**src/rtl/clk_div_multi.sv**
```systemverilog
// Multi-channel programmable clock divider: per-channel divide-by-D with ~50% duty and rising-edge tick.
// Divisor changes are staged in a shadow register and applied only at a period wrap or a global sync.
module clk_div_multi #(
  parameter int NCH     = 2,
  parameter int CW      = 8,
  parameter int DEF_DIV = 64
) (
  input  logic              clk_in,
  input  logic              resetb,
  input  logic              en,
  input  logic              sync,
  input  logic              load,
  input  logic [NCH*CW-1:0] div_in,
  output logic [NCH-1:0]    clk_out,
  output logic [NCH-1:0]    tick,
  output logic [NCH-1:0]    pending
);

  localparam logic [CW-1:0] DEF_D   = CW'(DEF_DIV);
  localparam logic [CW-1:0] DEF_CNT = CW'(DEF_DIV - 1);
  localparam logic [CW-1:0] MIN_D   = CW'(2);

  for (genvar i = 0; i < NCH; i++) begin : g_ch
    logic [CW-1:0] div_q, shd_q, cnt_q;
    logic [CW-1:0] div_nx, shd_nx, cnt_nx, slice;
    logic [CW:0]   half;
    logic          pend_q, clk_q, tick_q;
    logic          pend_nx, clk_nx, tick_nx, wrap;

    always_comb begin
      slice   = div_in[i*CW +: CW];
      wrap    = (cnt_q == div_q - CW'(1));
      div_nx  = div_q;
      shd_nx  = shd_q;
      pend_nx = pend_q;
      cnt_nx  = cnt_q;
      clk_nx  = clk_q;
      tick_nx = 1'b0;

      if (sync) begin
        if (pend_q) begin
          div_nx  = shd_q;
          pend_nx = 1'b0;
        end
        cnt_nx = '0;
      end else if (en) begin
        if (wrap) begin
          cnt_nx = '0;
          if (pend_q) begin
            div_nx  = shd_q;
            pend_nx = 1'b0;
          end
        end else begin
          cnt_nx = cnt_q + CW'(1);
        end
      end

      // High phase is ceil(D/2) of whichever divisor governs the new count.
      half = ({1'b0, div_nx} + (CW+1)'(1)) >> 1;
      if (sync || en) begin
        clk_nx  = ({1'b0, cnt_nx} < half);
        tick_nx = (cnt_nx == '0);
      end

      // A load lands after any wrap/sync update, so it always waits for the next boundary.
      if (load) begin
        shd_nx  = (slice < MIN_D) ? MIN_D : slice;
        pend_nx = 1'b1;
      end
    end

    always_ff @(posedge clk_in) begin
      if (!resetb) begin
        div_q  <= DEF_D;
        shd_q  <= DEF_D;
        pend_q <= 1'b0;
        cnt_q  <= DEF_CNT;
        clk_q  <= 1'b0;
        tick_q <= 1'b0;
      end else begin
        div_q  <= div_nx;
        shd_q  <= shd_nx;
        pend_q <= pend_nx;
        cnt_q  <= cnt_nx;
        clk_q  <= clk_nx;
        tick_q <= tick_nx;
      end
    end

    assign clk_out[i] = clk_q;
    assign tick[i]    = tick_q;
    assign pending[i] = pend_q;
  end

endmodule

```
**config.mk**
```make
export PLATFORM = sky130hd
export DESIGN_NAME = clk_div_multi
export DESIGN_NICKNAME = d
export VERILOG_FILES = /design/src/rtl/clk_div_multi.sv
export SDC_FILE = /design/constraint.sdc
export NUM_CORES = 1
export LEC_CHECK = 0
export CAP_MARGIN = 25
export CORE_ASPECT_RATIO = 2
export CORE_MARGIN = 2
export CORE_UTILIZATION = 25
export DETAILED_ROUTE_END_ITERATION = 12
export PLACE_DENSITY = 0.39
export REMOVE_ABC_BUFFERS = 1
export SLEW_MARGIN = 20
export SYNTH_ARGS = -nofsm -noshare
export SYNTH_HDL_FRONTEND = slang
export SYNTH_SLANG_ARGS = --single-unit
```
**constraint.sdc**
```tcl
create_clock -name clk_in -period 5 [get_ports clk_in]
set_input_delay 1 -clock clk_in [delete_from_list [all_inputs] [get_ports clk_in]]
set_output_delay 1 -clock clk_in [all_outputs]
set_load 0.01 [all_outputs]
```
==> Word level (Yosys, flattened, before mapping) <==
Index checks and enable logic that the tools add are counted.
Widths: inputs -> output; s select.
{ "op_classes": {"add_sub_neg": 6, "magnitude_cmp": 4, "n_eq_ne": 2, "mux": 24, "reduce_logical": 9} }
{ "op_table": {"columns": ["op", "n"], "rows": [
  ["$mux 8", 16],
  ["$add 8x1->9 const B", 2],
  ["$add 8x1->8 const B", 2],
  ["$eq 8x8->1", 2],
  ["$logic_not 8->1", 2],
  ["$lt 8x2->1 const B", 2],
  ["$lt 8x8->1", 2],
  ["$sub 8x1->8 const B", 2],
  ["$reduce_bool 3->1", 3],
  ["$mux 1", 8],
  ["$reduce_and 2->1", 3],
  ["$logic_or 1x1->1", 1]
]} }
{ "totals": {"ff_bits": 54, "output_inout_bits": 6} }

==> Logic depth before layout (Yosys ltp) <==
{ "depth": {"word_depth": 7, "mapped_depth": 21, "depth_no_buf": 18} }

==> Worst setup path before layout <==
OpenSTA, ideal clock, no wires.
{ "synth_path": {"path_kind": "input -> register", "start": "input port en", "end": "register g_ch[1].clk_q", "setup_time_ns": 0.058, "arrival_time_ns": 3.811, "required_time_ns": 4.942, "setup_slack_ns": 1.130, "stages": 16, "path_buffers": 1, "cell_sequence": "and3_1 o211ai_1 o41ai_4 buf_6 nand3_1 nand2_1 ha_1 nand3_1 nor2_1 nand3_1 mux2_4 ha_1 and3_1 a22o_1 o31ai_1 o211a_1"} }
{ "synth_between": {"elab_chain_len": 4} }
{ "synth_rtl": {"columns": ["item", "line_no", "rtl"], "rows": [
  ["start, declared", "10", "input logic en,"],
  ["$mux 8", "46", "end else if (en) begin"],
  ["$mux 8", "40", "if (sync) begin"],
  ["via g_ch[1].div_nx[0]", "25", "logic [CW-1:0] div_nx, shd_nx, cnt_nx, slice;"],
  ["$add 8x1->9", "59", "half = ({1'b0, div_nx} + (CW+1)'(1)) >> 1;"],
  ["$lt 8x8->1", "61", "clk_nx = ({1'b0, cnt_nx} < half);"],
  ["end signal, assigned", "85", "clk_q <= clk_nx;"],
  ["end, declared", "27", "logic pend_q, clk_q, tick_q;"]
]} }
The timed path passes the listed nets, and every way through them passes these cells.
A chain may end at the register's enable or synchronous reset.

==> Worst setup path after layout <==
{ "layout_path": {"start": "input port en", "end": "register g_ch[0].clk_q"} }
{ "layout_between": {"elab_chain_len": 4} }
{ "layout_rtl": {"columns": ["item", "line_no"], "rows": [
  ["$mux 8", "46"],
  ["$mux 8", "40"],
  ["via g_ch[0].div_nx[0]", "25"],
  ["$add 8x1->9", "59"],
  ["$lt 8x8->1", "61"],
  ["end signal, assigned", "85"],
  ["end, declared", "27"]
]} }
The timed path passes the listed nets, and every way through them passes these cells.

==> impl_metrics.tcl <==
set metrics [dict create \
    outcome "finished clean" \
    layout-area-overhead-vs-synth_pct 15.6 \
    synth_async_sr_flop_share_pct 0 \
    die_width_um 92.4 \
    placed_cells 683 \
    end_kind "flip-flop" \
    antenna_found_initial 0 \
    io_buffers 26 \
    grt_usage_pct 15.5 \
    yosysSeqAreaShare_pct 27.7 \
    synthTopCellsByCount "dfxtp_1, nor2_1, o21ai_0" \
    initial_core_util_pct 25.6 \
    crit_buf_inv 1 \
    die_y_um 181 \
    drtIter0Drc 111 \
    yosysTopAreaCellShare_pct 27.7 \
    fmax_mhz 221 \
    place_congestion 0.845 \
    post-route-util_pct 29.5 \
    finClkSkew_ps 12.5 \
    drv_slew 0 \
    slowest_delay_ps 620 \
    synth_area_per_cell_um2 8.11 \
    wl_per_cell_um 18.0 \
    timing.hold.ws_ps 541 \
    dp_hpwl_um 10000 \
    clockRootBuffer "clkbuf_16" \
    grt_first_pass_wirelength_um 20000 \
    tightest_slew_ps 520 \
    cts_buffers 5 \
    postSynth.topFlopCell "dfxtp_1" \
    cp_max_fo 9 \
    maxCapViolCount 0 \
    drt-vias-per-instance 5.08 \
    cp.arrival_ps 4740 \
    finalNetCount 534 \
    hold_class "flip-flop to flip-flop" \
    fin_crit_sh_pct 90.6 \
    required_ps 5220 \
    grt_pass1_vias 3754 \
    setup_tns_ps 0 \
    drc 0 \
    critPathKind "primary input to flip-flop" \
    die_area_um2 16700 \
    cts_tree "done" \
    synth-edff-count 0 \
    period_minus_slack_ps 4530 \
    clk_latency_ps 300 \
    drt-total-wl_um 12400 \
    fillers 1648 \
    slew_headroom_pct 65.3 \
    critPathSlowestCell "clkdlybuf4s50_1" \
    synth.most_common_cell "dfxtp_1" \
    stdcell_count 692 \
    grt_max_degree 23 \
    cts_max_level 2 \
    yosysTopAreaCell "dfxtp_1" \
    worstSetupStartpointType "primary input" \
    first_pass_iters 5 \
    io_pins 27 \
    synth_seq_cells 54 \
    num_rows 64 \
    power_mw 1.14 \
    grt_setup_unrepaired "false" \
    ys_warn_count 0 \
    cts-root-to-sink-buffers 2 \
    hold_buffers 0 \
    synth.distinct_cells 62 \
    finalHoldViolCount 0 \
    ir_worst_vdd_v 0.000154 \
    rrSetupSlack_ps 810 \
    vias 3517 \
    postCtsSetupRepairBufs 0 \
    final_antenna_net_count 0 \
    coreArea_um2 15300 \
    n_antenna_cell 0 \
    synthCells 482 \
    crit_chain "clkdlybuf4s50_1 > nand3_1 > nor4b_2 > a21oi_1 > or3_1 > nand2_1 > ha_1 > nand3_1 > xnor2_1 > mux2i_1 > ha_1 > a21oi_1 > nor2b_1 > o21ai_0 > a22oi_1 > a211oi_1" \
    cts.sinks 54 \
    ys_top_cells_by_area "dfxtp_1, xnor2_1, ha_1, mux2i_1, xor2_1" \
    synth_area_um2 3910 \
    grt_overflow 0 \
    drive_gt1_share_pct 8.91 \
    cts_resized 0 \
    p_leak_nw 1.74 \
    cp_top_family "simple AND/OR/NAND/NOR gates" \
    setup_viol 0 \
    clk_pin_slew_worst_paths_ps 80 \
    powerDensity_nw_per_um2 252 \
]
[registers in the layout (all words and copies together), names as in the netlist]
signal       flops
g_ch.cnt_q      16
g_ch.div_q      16
g_ch.shd_q      16
g_ch.clk_q       2
g_ch.pend_q      2
g_ch.tick_q      2
[stage by stage]
step,worst slack (ps),cell area [µm²]
2_1_floorplan,836,3720
3_3_place_gp,250,4350
3_5_place_dp,176,4350
4_1_cts,470,4510
5_1_grt,158,4520
6_report,472,4520
[cell usage in the layout, fill, tap and decap left out, types with 2 or more instances in the layout]
| master | count |
|---|---|
| nand2b_1 | 10 |
| nor3_2 | 2 |
| clkbuf_16 | 5 |
| o211a_1 | 3 |
| clkinv_4 | 2 |
| a31oi_1 | 3 |
| nand3_1 | 31 |
| ha_1 | 20 |
| nor4_1 | 2 |
| nor2b_1 | 4 |
| nor3_1 | 11 |
| a211oi_1 | 7 |
| o2111ai_1 | 3 |
| o211ai_1 | 10 |
| mux2i_1 | 23 |
| nand4_1 | 9 |
| o41ai_1 | 2 |
| a21oi_1 | 23 |
| and2_1 | 5 |
| xnor2_1 | 29 |
| a22oi_1 | 2 |
| nor2_1 | 42 |
| xor2_1 | 23 |
| mux2_4 | 2 |
| o221a_2 | 3 |
| or2_2 | 3 |
| nor3b_1 | 2 |
| o22ai_1 | 4 |
| or4_1 | 2 |
| and3_1 | 10 |
| inv_1 | 13 |
| dfxtp_1 | 54 |
| o21ai_0 | 32 |
| nand2_1 | 25 |
| buf_4 | 16 |
| o31ai_1 | 4 |
| o21a_1 | 2 |
| clkdlybuf4s50_1 | 26 |
[power breakdown]
part / leakage (nW) / switching [mW] / internal (mW) / total [mW]
clock network: 0.0770 / 0.172 / 0.202 / 0.374
registers: 0.445 / 0.0501 / 0.456 / 0.506
logic: 1.22 / 0.137 / 0.119 / 0.256
total: 1.74 / 0.359 / 0.777 / 1.14
[cell type report]
| type | count | area, µm² | area share (%) |
|---|---|---|---|
| multi-input combinational | 375 | 2590 | 57.3 |
| sequential | 54 | 1080 | 23.9 |
| timing repair buffer | 43 | 392 | 8.67 |
| tap | 198 | 248 | 5.48 |
| clock buffer | 6 | 139 | 3.07 |
| inverter | 14 | 52.6 | 1.16 |
| clock inverter | 2 | 17.5 | 0.388 |
[cell families (layout without fill, tap and decap cells)]
logic type | Yosys count | after routing | share of synthesized area, %
AND/OR/NAND/NOR | 167 | 167 | 22.3
multiplexers | 26 | 26 | 6.95
adder cells (fa/ha/maj) | 20 | 20 | 6.40
flip-flops | 54 | 54 | 27.7
buffers and inverters | 53 | 65 | 6.11
AO/OA/AOI/OAI | 110 | 110 | 19.0
XOR/XNOR | 52 | 52 | 11.7
[worst min-delay path, cell delays in order (launching register included)]
cell and delay [ps]:
dfxtp_1 350, nand3_1 90, a21oi_1 50
[layer usage]
| metal | wire (µm) | share of wire, % | track usage [%] |
|---|---|---|---|
| met3 | 167 | 1.3 | 1.29 |
| met1 | 4070 | 33 | 13.4 |
| met4 | 843 | 6.8 | 10.3 |
| met2 | 7340 | 59 | 31.7 |
| met5 | 0 | 0 | 0 |
[worst paths after layout]
check                                 startpoint  cells after the start                to
worst max register to register  g_ch[0].div_q[1]                     18     g_ch[0].clk_q
worst max-delay path                          en                     16     g_ch[0].clk_q
worst min register to register  g_ch[1].shd_q[5]                      2  g_ch[1].div_q[5]
worst min-delay path            g_ch[1].shd_q[5]                      2  g_ch[1].div_q[5]
Note: power is estimated with default switching activity, not from simulation.
